--- src/rtl/ram_arbiter_pkg.sv ---
// Shared types and helpers for the RAM arbiter.
package ram_arbiter_pkg;

  localparam int unsigned MaxReq = 8;

  function automatic int unsigned id_w(input int unsigned n);
    return (n > 2) ? unsigned'($clog2(n)) : 1;
  endfunction

  localparam int unsigned TagIdW = id_w(MaxReq);

  // Sized for the largest supported requester count; the top narrows the id on use.
  typedef struct packed {
    logic [TagIdW-1:0] id;
    logic              err;
    logic              wr;
  } resp_tag_t;

endpackage

--- src/rtl/ram_arbiter_if.sv ---
// Requester-side bus of ram_arbiter: request handshake plus tagged one-hot response.
interface ram_arbiter_if #(
  parameter int unsigned NUM_REQ = 2
);
  logic [NUM_REQ-1:0]        req_valid;
  logic [NUM_REQ-1:0]        req_ready;
  logic [NUM_REQ-1:0]        req_we;
  logic [NUM_REQ-1:0][31:0]  req_addr;
  logic [NUM_REQ-1:0][31:0]  req_wdata;
  logic [NUM_REQ-1:0]        resp_valid;
  logic                      resp_err;
  logic [31:0]               resp_rdata;

  modport master (
    output req_valid, req_we, req_addr, req_wdata,
    input  req_ready, resp_valid, resp_err, resp_rdata
  );

  modport slave (
    input  req_valid, req_we, req_addr, req_wdata,
    output req_ready, resp_valid, resp_err, resp_rdata
  );
endinterface

--- src/rtl/ram_arbiter_rr.sv ---
// Combinational round-robin picker with an optional forced grant for burst hold.
module ram_arbiter_rr #(
  parameter int unsigned N   = 2,
  parameter int unsigned IdW = 1
) (
  input  logic [N-1:0]   req_i,
  input  logic [IdW-1:0] ptr_i,
  input  logic           hold_en_i,
  input  logic [IdW-1:0] hold_id_i,
  output logic [N-1:0]   gnt_o,
  output logic [IdW-1:0] id_o
);

  localparam logic [IdW:0] NVal = (IdW + 1)'(N);

  logic         found;
  logic [IdW:0] sum;

  always_comb begin
    gnt_o = '0;
    id_o  = '0;
    found = 1'b0;
    sum   = '0;
    if (hold_en_i) begin
      gnt_o[hold_id_i] = 1'b1;
      id_o             = hold_id_i;
    end else begin
      for (int unsigned k = 0; k < N; k++) begin
        sum = {1'b0, ptr_i} + (IdW + 1)'(k);
        if (sum >= NVal) sum = sum - NVal;
        if (!found && req_i[IdW'(sum)]) begin
          found               = 1'b1;
          gnt_o[IdW'(sum)]    = 1'b1;
          id_o                = IdW'(sum);
        end
      end
    end
  end

endmodule

--- src/rtl/ram_arbiter.sv ---
// Shares one single-port, 1-cycle-latency word RAM among NUM_REQ requesters using
// round-robin with bounded burst hold; bad accesses are answered with an error response.
module ram_arbiter
  import ram_arbiter_pkg::*;
#(
  parameter int unsigned NUM_REQ   = 2,
  parameter int unsigned MEM_DEPTH = 16384,
  parameter int unsigned BURST_MAX = 4
) (
  input  logic         clk,
  input  logic         rst_n,
  ram_arbiter_if.slave bus,
  output logic [31:0]  ram_addr_o,
  output logic [31:0]  ram_wdata_o,
  output logic         ram_write_en_o,
  output logic         ram_read_en_o,
  input  logic [31:0]  ram_rdata_i
);

  localparam int unsigned     IdW       = id_w(NUM_REQ);
  localparam int unsigned     CntW      = (BURST_MAX > 1) ? unsigned'($clog2(BURST_MAX)) : 1;
  localparam logic [CntW-1:0] CntMax    = CntW'(BURST_MAX - 1);
  localparam logic [32:0]     AddrLimit = 33'(MEM_DEPTH) << 2;

  logic [IdW-1:0]     rr_ptr_q, rr_ptr_d, owner_q, owner_d, gnt_id;
  logic               owner_vld_q, owner_vld_d, pending_q, pending_d;
  logic [CntW-1:0]    burst_cnt_q, burst_cnt_d;
  resp_tag_t          tag_q, tag_d;
  logic [NUM_REQ-1:0] gnt;
  logic               hold_en, issue, addr_ok, sel_we;
  logic [31:0]        sel_addr, sel_wdata;

  assign hold_en = owner_vld_q && bus.req_valid[owner_q] && (burst_cnt_q < CntMax);

  ram_arbiter_rr #(
    .N   (NUM_REQ),
    .IdW (IdW)
  ) u_rr (
    .req_i     (bus.req_valid),
    .ptr_i     (rr_ptr_q),
    .hold_en_i (hold_en),
    .hold_id_i (owner_q),
    .gnt_o     (gnt),
    .id_o      (gnt_id)
  );

  // Grants are suppressed while in reset so every output reads zero.
  assign issue     = rst_n && (|gnt);
  assign sel_addr  = bus.req_addr[gnt_id];
  assign sel_wdata = bus.req_wdata[gnt_id];
  assign sel_we    = bus.req_we[gnt_id];
  assign addr_ok   = (sel_addr[1:0] == 2'b00) && ({1'b0, sel_addr} < AddrLimit);

  always_comb begin
    bus.req_ready  = issue ? gnt : '0;
    ram_addr_o     = issue ? sel_addr : '0;
    ram_wdata_o    = issue ? sel_wdata : '0;
    ram_write_en_o = issue && addr_ok && sel_we;
    ram_read_en_o  = issue && addr_ok && !sel_we;
  end

  // A response in flight when reset asserts is dropped.
  always_comb begin
    bus.resp_valid = '0;
    bus.resp_err   = 1'b0;
    bus.resp_rdata = '0;
    if (rst_n && pending_q) begin
      bus.resp_valid[IdW'(tag_q.id)] = 1'b1;
      bus.resp_err                   = tag_q.err;
      bus.resp_rdata                 = (tag_q.wr || tag_q.err) ? '0 : ram_rdata_i;
    end
  end

  always_comb begin
    rr_ptr_d    = rr_ptr_q;
    burst_cnt_d = burst_cnt_q;
    owner_d     = owner_q;
    owner_vld_d = owner_vld_q;
    pending_d   = 1'b0;
    tag_d       = tag_q;
    if (issue) begin
      rr_ptr_d = (32'(gnt_id) == NUM_REQ - 1) ? '0 : gnt_id + IdW'(1);
      // Saturate so a lone requester re-granted after its hold expires stays at the limit.
      if (owner_vld_q && (gnt_id == owner_q)) begin
        burst_cnt_d = (burst_cnt_q == CntMax) ? CntMax : burst_cnt_q + CntW'(1);
      end else begin
        burst_cnt_d = '0;
      end
      owner_d     = gnt_id;
      owner_vld_d = 1'b1;
      pending_d   = 1'b1;
      tag_d.id    = TagIdW'(gnt_id);
      tag_d.err   = !addr_ok;
      tag_d.wr    = sel_we;
    end
  end

  always_ff @(posedge clk) begin
    if (!rst_n) begin
      rr_ptr_q    <= '0;
      burst_cnt_q <= '0;
      owner_q     <= '0;
      owner_vld_q <= 1'b0;
      pending_q   <= 1'b0;
      tag_q       <= '0;
    end else begin
      rr_ptr_q    <= rr_ptr_d;
      burst_cnt_q <= burst_cnt_d;
      owner_q     <= owner_d;
      owner_vld_q <= owner_vld_d;
      pending_q   <= pending_d;
      tag_q       <= tag_d;
    end
  end

endmodule

--- src/flat_wrapper.sv ---
// flat-port wrapper written by rule: the top's interface ports become plain ports
module ram_arbiter_flat import ram_arbiter_pkg::*;
#(
  parameter int unsigned NUM_REQ   = 2,
  parameter int unsigned MEM_DEPTH = 16384,
  parameter int unsigned BURST_MAX = 4
)
  (clk, rst_n, ram_addr_o, ram_wdata_o, ram_write_en_o, ram_read_en_o, ram_rdata_i, bus_req_valid, bus_req_we, bus_req_addr, bus_req_wdata, bus_req_ready, bus_resp_valid, bus_resp_err, bus_resp_rdata);
  ram_arbiter_if #(.NUM_REQ(NUM_REQ)) bus_i ();
  input  logic clk;
  input  logic rst_n;
  output logic [31:0] ram_addr_o;
  output logic [31:0] ram_wdata_o;
  output logic ram_write_en_o;
  output logic ram_read_en_o;
  input  logic [31:0] ram_rdata_i;
  input wire logic [$bits(bus_i.req_valid)-1:0] bus_req_valid;
  input wire logic [$bits(bus_i.req_we)-1:0] bus_req_we;
  input wire logic [$bits(bus_i.req_addr)-1:0] bus_req_addr;
  input wire logic [$bits(bus_i.req_wdata)-1:0] bus_req_wdata;
  output wire logic [$bits(bus_i.req_ready)-1:0] bus_req_ready;
  output wire logic [$bits(bus_i.resp_valid)-1:0] bus_resp_valid;
  output wire logic [$bits(bus_i.resp_err)-1:0] bus_resp_err;
  output wire logic [$bits(bus_i.resp_rdata)-1:0] bus_resp_rdata;
  assign bus_i.req_valid = bus_req_valid;
  assign bus_i.req_we = bus_req_we;
  assign bus_i.req_addr = bus_req_addr;
  assign bus_i.req_wdata = bus_req_wdata;
  assign bus_req_ready = bus_i.req_ready;
  assign bus_resp_valid = bus_i.resp_valid;
  assign bus_resp_err = bus_i.resp_err;
  assign bus_resp_rdata = bus_i.resp_rdata;
  ram_arbiter #(.NUM_REQ(NUM_REQ), .MEM_DEPTH(MEM_DEPTH), .BURST_MAX(BURST_MAX)) u_core (.clk(clk), .rst_n(rst_n), .bus(bus_i), .ram_addr_o(ram_addr_o), .ram_wdata_o(ram_wdata_o), .ram_write_en_o(ram_write_en_o), .ram_read_en_o(ram_read_en_o), .ram_rdata_i(ram_rdata_i));
endmodule
--- config.mk ---
export PLATFORM = sky130hd
export DESIGN_NAME = ram_arbiter_flat
export DESIGN_NICKNAME = d
export VERILOG_FILES = /design/src/rtl/ram_arbiter_pkg.sv /design/src/rtl/ram_arbiter_if.sv /design/src/rtl/ram_arbiter_rr.sv /design/src/rtl/ram_arbiter.sv /design/src/flat_wrapper.sv
export SDC_FILE = /design/constraint.sdc
export NUM_CORES = 1
export LEC_CHECK = 0
export BUFFER_PORTS_ARGS = -buffer_cell sky130_fd_sc_hd__buf_4
export CAP_MARGIN = 0
export CORE_AREA = 2 2 104 106
export CTS_CLUSTER_DIAMETER = 100
export CTS_CLUSTER_SIZE = 8
export DETAILED_ROUTE_END_ITERATION = 8
export DIE_AREA = 0 0 106 108
export SYNTH_ARGS = -nofsm -noshare
export SYNTH_HDL_FRONTEND = slang
export SYNTH_SLANG_ARGS = --single-unit
--- constraint.sdc ---
create_clock -name clk -period 3.3 [get_ports clk]
set_clock_uncertainty 0.2 [all_clocks]
set_input_delay 0.495 -clock clk [delete_from_list [all_inputs] [get_ports clk]]
set_output_delay 0.495 -clock clk [all_outputs]
set_load 0.005 [all_outputs]
==> results of run 1 <==
worst register-to-register path: cells and delay by family (launching register included):
| kind | cells | cell delay, ns |
|---|---|---|
| flops | 1 | 0.44 |
| compound gates | 4 | 0.86 |
| simple gates | 2 | 0.66 |
final timing paths:
kind / startpoint / to / slack (ns) / depth (start not counted)
max reg2reg: u_core.burst_cnt_q[0]$_SDFFE_PN0P_ / u_core.tag_q[1]$_SDFFE_PN0P_ / 1.02 / 6
min: u_core.owner_vld_q$_SDFFE_PN0P_ / u_core.owner_vld_q$_SDFFE_PN0P_ / 0.33 / 1
min reg2reg: u_core.owner_vld_q$_SDFFE_PN0P_ / u_core.owner_vld_q$_SDFFE_PN0P_ / 0.33 / 1
max: u_core.burst_cnt_q[0]$_SDFFE_PN0P_ / ram_read_en_o / 0.26 / 7
stage by stage:
stage	cell area (µm²)	setup WS, ns	hold slack (ns)	util, %
floorplan	1790	0.792	0.273	-
global placement	3870	0.306	0.305	37.8
detailed placement	3870	0.247	0.307	37.8
CTS	3910	0.0655	0.322	38.2
global route	3950	0.0382	0.361	38.6
finish	3950	0.262	0.332	38.6
cells by family after synthesis:
family / after synthesis / synth area share (%)
multiplexers: 1 / 0.561
AND/OR/NAND/NOR: 92 / 29.0
AO/OA/AOI/OAI: 112 / 52.6
flip-flops: 8 / 8.97
buffers and inverters: 27 / 8.90
flip-flops by register name, indices dropped and copies added, names as in the netlist:
register and flops:
u_core.owner_q 1, u_core.rr_ptr_q 1, u_core.burst_cnt_q 2, u_core.pending_q 1
u_core.owner_vld_q 1, u_core.tag_q 2
final cells by class:
cell class / instances / area (µm²)
clock buffer: 3 / 41.3
fill: 1049 / 6280
inverter: 4 / 15.0
multi-input combinational: 206 / 1500
sequential: 8 / 160
tap: 136 / 170
timing repair buffer: 275 / 2060
routing by layer:
layer  wire length, µm  vias up  global-route usage [%]
li1                  -     1445                       -
met1              4420     1430                    20.3
met2              5490      141                    29.8
met4               131        0                    2.73
met5                 0        -                       0
met3               801       10                    3.19
Yosys cell counts (all sizes together), types with 2 or more instances:
| cell | n |
|---|---|
| a22o | 46 |
| and2 | 35 |
| nand2 | 28 |
| buf | 17 |
| a21oi | 12 |
| nor2 | 10 |
| o211a | 10 |
| o22ai | 10 |
| a2bb2oi | 8 |
| dfxtp | 8 |
| clkbuf | 6 |
| nor4 | 5 |
| o21ai | 5 |
| inv | 4 |
| nor3 | 4 |
| a211oi | 3 |
| o21a | 3 |
| a21bo | 2 |
| a21boi | 2 |
| a22oi | 2 |
| and3 | 2 |
| nand4 | 2 |
| nor2b | 2 |
| o31a | 2 |
placed cells by master, fill, tap and decap left out, drive strengths merged:
| cell type | instances |
|---|---|
| a2111oi | 1 |
| a211oi | 3 |
| a21bo | 2 |
| a21boi | 2 |
| a21o | 1 |
| a21oi | 12 |
| a221oi | 1 |
| a22o | 46 |
| a22oi | 2 |
| a2bb2oi | 8 |
| a311oi | 1 |
| a31oi | 1 |
| and2 | 36 |
| and3 | 2 |
| buf | 275 |
| clkbuf | 3 |
| dfxtp | 8 |
| inv | 4 |
| mux2i | 1 |
| nand2 | 28 |
| nand3b | 1 |
| nand4 | 2 |
| nor2 | 10 |
| nor2b | 2 |
| nor3 | 4 |
| nor4 | 5 |
| nor4b | 1 |
| o211a | 10 |
| o21a | 3 |
| o21ai | 5 |
| o221a | 1 |
| o22ai | 10 |
| o31a | 2 |
| o41ai | 1 |
| or2 | 1 |
| or4 | 1 |
report_power, final:
part / internal [mW] / switching, mW / total, mW
logic: 0.293 / 0.200 / 0.493
clock network: 0.0790 / 0.0382 / 0.117
registers: 0.104 / 0.00914 / 0.113
total: 0.476 / 0.247 / 0.723
repair_timing:
action | 4_1_cts | 5_1_grt
endpoints found under the setup margin | 0 | 2
buffers inserted | 0 | 3
resized for setup | 0 | 1
==> key figures, run 1 <==
Layout
  • ANT cells: 0
  • Final net count: 664
  • Syn-to-layout area delta: 121%
  • Layout cells sized above 1: 60.9%
  • Final non-filler cell total: 632

Setup path
  • Crit-path leading delay family: simple AND/OR/NAND/NOR gates
  • Critical Path AT: 2.34 ns
  • Worst path required time: 2.60 ns
  • Crit path max fanout: 24
  • Buf+Inv Stages, Crit Path: 1
  • Critical path's slowest cell: dfxtp_1
  • Critical path endpoint category: primary output
  • Startpoint types: register
  • Crit-path cells: a21bo_2, a221oi_2, nor2_2, and2_4, a31oi_1, nor4b_2, buf_4
  • Worst path max stage delay: 0.44 ns
  • Setup CP Type: reg -> out

GRT
  • Initial antenna violation count: 0
  • Largest net degree at the start of global routing: 49
  • Overall routing resource usage: 16.4%
  • Number of global-route vias before repair: 2762
  • First-pass GRT wire length: 15200 µm
  • GRT overflow: 0

Route
  • Drt total wl: 10800 µm
  • DR iter-0 viols: 201
  • Vias: 3026
  • Router iterations before antenna repair: 4
  • DR vias/cell: 4.79
  • DR DRC count: 0
  • WL/cell: 17.1 µm
  • Post-DRT Antenna Nets: 0

Timing
  • Final setup violation count: 0
  • Tmin final: 3.04 ns
  • Slew headroom: 66.7%
  • Crit share post-route: 92.1%
  • Fin. max-slew vios: 0
  • Worst-margin pin slew: 0.500 ns
  • Final hold vios: 0
  • Final TNS setup: 0 ns
  • Peak Freq: 329 MHz
  • RSZ-0062 raised after global routing: false

Logic synthesis
  • Mean Syn Cell Area: 7.44 µm²
  • Leading post-synthesis cells by cell area: a22o_1, and2_1, dfxtp_1
  • Yosys reg bits: 8
  • Synth Instances: 240
  • Ys Warns: 0
  • Post-synth ARST share: 0%
  • Cell Area, Synth: 1790 µm²
  • Cell taking the most area after synthesis: a22o_1
  • Yosys top cell area share: 22.6%
  • Sequential fraction of the synthesis area: 8.97%
  • Top_reg_cell synth: dfxtp_1
  • Syn Nets: 406
  • Post-synth EDFFs: 0
  • Distinct cell type count after synthesis: 50

Clocking
  • Cts-stage hold buffer count: 0
  • CTS sink count: 8
  • Total CTS buffers: 3
  • CTS HTree Levels: 1
  • Clk_lat worst skew: 0.23 ns
  • Clk slew on worst S/H paths: 0.04 ns
  • CTS root buf: clkbuf_8
  • TritonCTS clock tree: yes
  • Clk buf depth: 2

Placement
  • Placer Congestion: 0.901
  • Placed Cells: 625
  • I/O Buffers: 268
  • HPWL Detailed: 8880 µm

Die
  • Site Rows: 37
  • Io pins: 269
  • DIE HEIGHT: 108 µm
  • Chip Width: 106 µm
  • Die ar.: 11400 µm²
  • Core Area: 10200 µm²
  • Initial Util: 17.5%

Power and ir drop
  • Maximum vdd ir drop: 0.151 mV
  • Total power: 0.723 mW
  • Power Density: 183 nW/µm²
  • Leakage: 2.11 nW

Hold path
  • Worst hold-check path type: reg -> reg

Run
  • MaxCap Viol Count: 0

Outcome
  • Status: finished clean
Note: power is estimated with default switching activity, not from simulation.
==> inputs of run 2 (changes only) <==
==> constraint.sdc (replaced) <==
create_clock -name clk -period 3.3 [get_ports clk]
set_clock_uncertainty 0.2 [all_clocks]
set_input_delay 0.165 -clock clk [delete_from_list [all_inputs] [get_ports clk]]
set_output_delay 0.165 -clock clk [all_outputs]
set_load 0.005 [all_outputs]
==> run 2 against run 1 <==
Effect of this change: worst hold slack worse by 0.29 ns; die area stayed put; sequential share of layout area hardly changed; wire length is 0.32% lower; combinational power is 2% lower; first-iteration DRC count is 28% higher; core utilization is 0.44 points lower; critical path type unchanged; highest routed layer unchanged.
==> key figures, run 2 (same netlist as run 1, synthesis figures left out) <==
Layout
  • Final non-filler cell total: 627
  • Fillers: 1041
  • Multi-input logic area: 1480 µm²
  • Final net count: 659
  • ANT cells: 0
  • Syn-to-layout area delta: 119%
  • Layout cells sized above 1: 60.5%
  • Largest regs: u_core.burst_cnt_q (2), u_core.tag_q (2)
  • Commonest non-fill, non-tap cell in the layout: buf_4
  • Final instance area: 3900 µm²
  • Commonest non-fill, non-tap cells in the layout: buf_4, a22o_1, and2_1
  • Register area: 160 µm²

Clocking
  • Clk slew on worst S/H paths: 0.04 ns
  • CTS resizes: 0
  • Clk_lat worst skew: 0.23 ns
  • TritonCTS clock tree: yes
  • Total CTS buffers: 3
  • Cts-stage hold buffer count: 0
  • CTS root buf: clkbuf_8
  • CTS sink count: 8
  • Post-CTS setup buffer count: 0
  • Clk buf depth: 2
  • CTS HTree Levels: 1

Timing
  • Crit share post-route: 90.6%
  • Final hold vios: 0
  • Fin. max-slew vios: 0
  • Slew headroom: 56.9%
  • Worst-margin pin slew: 0.643 ns
  • Peak Freq: 334 MHz
  • Final setup violation count: 0
  • Final TNS setup: 0 ns
  • RSZ-0062 raised after global routing: false
  • Tmin final: 2.99 ns

GRT
  • First-pass GRT wire length: 15400 µm
  • Largest net degree at the start of global routing: 48
  • Initial antenna violation count: 0
  • GRT overflow: 0
  • Number of global-route vias before repair: 2744
  • Overall routing resource usage: 16.7%

Placement
  • I/O Buffers: 268
  • HPWL Detailed: 8890 µm
  • Post-DP Area: 3860 µm²
  • Placer Congestion: 0.916
  • Placed Cells: 624

Setup path
  • Critical path endpoint category: primary output
  • Critical path's slowest cell: and2_4
  • Worst path max stage delay: 0.51 ns
  • Crit-path leading delay family: simple AND/OR/NAND/NOR gates
  • Setup CP Type: reg -> out
  • Worst path required time: 2.93 ns
  • Startpoint types: register
  • Critical Path AT: 2.62 ns
  • Buf+Inv Stages, Crit Path: 1
  • Crit-path cells: a21bo_2, a221oi_2, nor2_2, and2_4, a31oi_1, nor4b_2, buf_4
  • Crit path max fanout: 38

Die
  • Die ar.: 11400 µm²
  • Io pins: 269
  • Site Rows: 37
  • Initial Util: 17.5%
  • Core Area: 10200 µm²
  • DIE HEIGHT: 108 µm
  • Chip Width: 106 µm

Power and ir drop
  • Leakage: 2.08 nW
  • Maximum vdd ir drop: 0.0981 mV
  • Total power: 0.715 mW
  • Power Density: 183 nW/µm²

Route
  • WL/cell: 17.2 µm
  • DR DRC count: 0
  • DR vias/cell: 4.82
  • Router iterations before antenna repair: 4
  • DR iter-0 viols: 258
  • Drt total wl: 10800 µm
  • Post-DRT Antenna Nets: 0
  • Vias: 3020

Hold path
  • Worst hold-check path type: in -> reg

Outcome
  • Status: finished clean

Run
  • MaxCap Viol Count: 0
[run 2: cell count changes in the layout (fill, tap and decap cells not counted)]
cell      before  now
a21boi_2       0    1
buf_4        275  271
a21boi_4       1    0
and2_2         1    0
[run 2: worst paths after layout]
path / from / endpoint / slack [ns] / depth (start not counted)
worst max-delay path: u_core.burst_cnt_q[0]$_SDFFE_PN0P_ / ram_read_en_o / 0.31 / 7
worst min-delay path: rst_n / u_core.rr_ptr_q$_SDFFE_PN0P_ / 0.04 / 2
worst max register to register: u_core.burst_cnt_q[0]$_SDFFE_PN0P_ / u_core.tag_q[1]$_SDFFE_PN0P_ / 0.72 / 6
worst min register to register: u_core.owner_vld_q$_SDFFE_PN0P_ / u_core.owner_vld_q$_SDFFE_PN0P_ / 0.32 / 1
[run 2: layout make-up]
class	count	area share (%)
timing repair buffer	271	52.1
multi-input combinational	205	38.0
tap	136	4.36
sequential	8	4.10
clock buffer	3	1.06
inverter	4	0.385
[run 2: report_power, final]
| part | internal (mW) | switching, mW |
|---|---|---|
| registers | 0.104 | 0.00904 |
| logic | 0.287 | 0.197 |
| clock network | 0.0790 | 0.0383 |
[run 2: worst reg2reg max path, cell delays in order (launching register included)]
cell,delay (ns)
dfxtp_1,0.43
a21bo_2,0.26
a221oi_2,0.10
nor2_2,0.46
and2_4,0.52
a31oi_1,0.23
o31a_1,0.28
[run 2: per-layer routing]
metal / GRT usage, % / wire length, µm
met4: 4.32 / 223
met1: 21.3 / 4340
met2: 28.8 / 5290
met3: 3.44 / 946
met5: 0 / 0
[run 2: stage by stage]
step / hold slack, ns / util [%] / setup WS, ns
5_1_grt: 0.0595 / 38.2 / 0.145
3_3_place_gp: 0.282 / 37.8 / 0.661
3_5_place_dp: 0.282 / 37.8 / 0.583
2_1_floorplan: 0.175 / - / 1.31
6_report: 0.0430 / 38.2 / 0.310
4_1_cts: 0.0419 / 38.2 / 0.331
==> inputs of run 3 (changes only) <==
--- a/config.mk
+++ b/config.mk
@@ -5,13 +5,14 @@
 export SDC_FILE = /design/constraint.sdc
 export NUM_CORES = 1
 export LEC_CHECK = 0
+export ABC_AREA = 1
 export BUFFER_PORTS_ARGS = -buffer_cell sky130_fd_sc_hd__buf_4
 export CAP_MARGIN = 0
-export CORE_AREA = 2 2 104 106
+export CORE_AREA = 2 2 105 107
 export CTS_CLUSTER_DIAMETER = 100
 export CTS_CLUSTER_SIZE = 8
 export DETAILED_ROUTE_END_ITERATION = 8
-export DIE_AREA = 0 0 106 108
+export DIE_AREA = 0 0 107 109
 export SYNTH_ARGS = -nofsm -noshare
 export SYNTH_HDL_FRONTEND = slang
 export SYNTH_SLANG_ARGS = --single-unit
==> run 3 against run 2 <==
Effect of this change: clock power increased by 4%; first-iteration DRC count decreased by 31%; design area fell by 1.3%; worst hold slack worse by 0.020 ns; area after synthesis fell by 3.2%; sequential cell count did not move; largest cell class unchanged; die area is 1.9% higher; synthesized cell count up 19%; setup slack improved by 0.12 ns; critical path depth grew 3.
==> key figures, run 3 <==
Setup path
  • Critical path endpoint category: primary output
  • Worst R2R End: u_core.tag_q[1]$_SDFFE_PN0P_
  • Setup crit end: ram_wdata_o[26]
  • Crit-path leading delay family: buffers and inverters
  • Setup CP Type: reg -> out
  • R2R cell count: 13
  • Crit path max fanout: 47
  • Reg-to-Reg Start: u_core.owner_q$_SDFFE_PN0P_
  • Reg2Reg Setup Slack: 1.28 ns
  • Critical path's slowest cell: inv_2
  • Startpoint types: register
  • Most frequent cell on the critical path: nand2_4
  • Crit-path cells: inv_2, nand2_1, nand2_2, nand2_4, nand2_4, nand2_4, nand2_1, inv_2, a22o_1, buf_4
  • Critical Path AT: 2.50 ns
  • Worst path required time: 2.93 ns
  • Worst path max stage delay: 0.59 ns
  • Levels on crit path: 10
  • Buf+Inv Stages, Crit Path: 3
  • CP startpoint: u_core.owner_q$_SDFFE_PN0P_

GRT
  • Number of global-route vias before repair: 2567
  • First-pass GRT wire length: 14300 µm
  • GRT overflow: 0
  • Initial antenna violation count: 0
  • Largest net degree at the start of global routing: 48
  • Overall routing resource usage: 16.0%

Route
  • DR DRC count: 0
  • DR vias/cell: 4.28
  • DR iter-0 viols: 178
  • Vias: 2899
  • Post-DRT Antenna Nets: 0
  • WL/cell: 15.7 µm
  • Drt total wl: 10700 µm
  • Router iterations before antenna repair: 4

Placement
  • Placer Congestion: 0.768
  • HPWL Detailed: 9020 µm
  • I/O Buffers: 268

Logic synthesis
  • Leading post-synthesis cells by cell area: a22o_1, nand2_1, nor3b_1
  • Post-synth EDFFs: 0
  • Syn Nets: 452
  • Ys Warns: 0
  • Top_reg_cell synth: dfxtp_1
  • Distinct cell type count after synthesis: 27
  • Mean Syn Cell Area: 6.05 µm²
  • Yosys reg bits: 8
  • Sequential fraction of the synthesis area: 9.26%
  • Cell taking the most area after synthesis: a22o_1
  • Synth Instances: 286
  • Most frequent cell after synthesis: nand2_1
  • Post-synth ARST share: 0%
  • Most common library cells after synthesis: nand2_1, a22o_1, inv_1
  • Cell Area, Synth: 1730 µm²
  • Yosys top cell area share: 23.3%

Layout
  • Commonest non-fill, non-tap cells in the layout: buf_4, nand2_1, a22o_1
  • Final net count: 706
  • Register area: 160 µm²
  • Layout cells sized above 1: 53.7%
  • Commonest non-fill, non-tap cell in the layout: buf_4
  • Largest regs: u_core.burst_cnt_q (2), u_core.tag_q (2)
  • ANT cells: 0
  • Multi-input logic area: 1290 µm²
  • Syn-to-layout area delta: 123%
  • Fillers: 1123

Timing
  • Crit share post-route: 86.9%
  • Slew headroom: 46.4%
  • Worst-margin pin slew: 0.803 ns
  • Fin. max-slew vios: 0
  • Final TNS setup: 0 ns
  • Peak Freq: 349 MHz
  • Final hold vios: 0
  • RSZ-0062 raised after global routing: false
  • Final setup violation count: 0
  • Tmin final: 2.87 ns

Clocking
  • Post-CTS setup buffer count: 0
  • Clk buf depth: 2
  • Clk_lat worst skew: 0.23 ns
  • CTS sink count: 8
  • Cts-stage hold buffer count: 0
  • TritonCTS clock tree: yes
  • CTS root buf: clkbuf_8
  • Total CTS buffers: 3
  • CTS HTree Levels: 1
  • CTS resizes: 0
  • Clk slew on worst S/H paths: 0.04 ns

Die
  • Site Rows: 38
  • Initial Util: 16.3%
  • Io pins: 269
  • Core Area: 10600 µm²
  • DIE HEIGHT: 109 µm
  • Die ar.: 11700 µm²
  • Chip Width: 107 µm

Run
  • MaxCap Viol Count: 0

Outcome
  • Status: finished clean

Power and ir drop
  • Maximum vdd ir drop: 0.0801 mV
  • Power Density: 207 nW/µm²
  • Total power: 0.799 mW
  • Leakage: 2.19 nW

Hold path
  • Worst hold-check path type: in -> reg
## run 3: changes by cell type after synthesis, sizes merged, moves of 11 or more
| cell | delta |
|---|---|
| nand2 | +46 |
| nor3b | +32 |
| nor2 | +20 |
| nand3 | +11 |
| and2 | -35 |
| inv | +39 |
## run 3: stage by stage
| stage | hold slack, ns | std cells | worst slack [ns] | utilization, % | instance area [µm²] |
|---|---|---|---|---|---|
| 2_1_floorplan | 0.0958 | 286 | 1.40 | - | 1730 |
| 6_report | 0.0233 | 678 | 0.431 | 36.3 | 3850 |
| 3_3_place_gp | 0.258 | 675 | 0.804 | 35.9 | 3810 |
| 5_1_grt | 0.0498 | 678 | 0.263 | 36.3 | 3850 |
| 3_5_place_dp | 0.261 | 675 | 0.726 | 35.9 | 3810 |
| 4_1_cts | 0.0251 | 678 | 0.461 | 36.3 | 3850 |
## run 3: worst min-delay path, stage by stage
cell and delay (ns):
buf_4 0.12, nand2_2 0.07, inv_2 0.07
## run 3: layout make-up
cell class	instances	area share [%]
Timing Repair Buffer	270	52.6
Sequential cell	8	4.16
Multi-Input combinational cell	214	33.4
Tap cell	140	4.55
Clock buffer	3	1.07
Inverter	43	4.19
## run 3: layer usage
| layer | wire (µm) | part of all wire (%) | track usage [%] | vias to the layer above |
|---|---|---|---|---|
| li1 | - | - | - | 1460 |
| met1 | 4730 | 44 | 22.8 | 1283 |
| met2 | 4890 | 46 | 24.7 | 152 |
| met3 | 958 | 9.0 | 3.71 | 4 |
| met4 | 72 | 0.68 | 3.34 | 0 |
| met5 | 0 | 0 | 0 | - |
## run 3: power breakdown
part | switching, mW | internal [mW] | total, mW
sequential | 0.00762 | 0.106 | 0.113
clock | 0.0426 | 0.0794 | 0.122
combinational | 0.249 | 0.314 | 0.564
total | 0.299 | 0.500 | 0.799
## run 3: cell families after synthesis
family          after synthesis  synth area share (%)
buf+inv                      64                  16.4
flops                         8                  9.26
simple gates                155                  46.2
compound gates               59                  28.1
## run 3: worst min-delay path by stage
stage / slack [ns] / start / endpoint / cells after the start
after floorplan: 0.1 / rst_n / u_core.pending_q$_SDFF_PN0_ / 2
after global placement: 0.26 / rst_n / u_core.pending_q$_SDFF_PN0_ / 3
after detailed placement: 0.26 / rst_n / u_core.pending_q$_SDFF_PN0_ / 3
after CTS: 0.03 / rst_n / u_core.pending_q$_SDFF_PN0_ / 3
after global routing: 0.05 / rst_n / u_core.pending_q$_SDFF_PN0_ / 3
final: 0.02 / rst_n / u_core.pending_q$_SDFF_PN0_ / 3
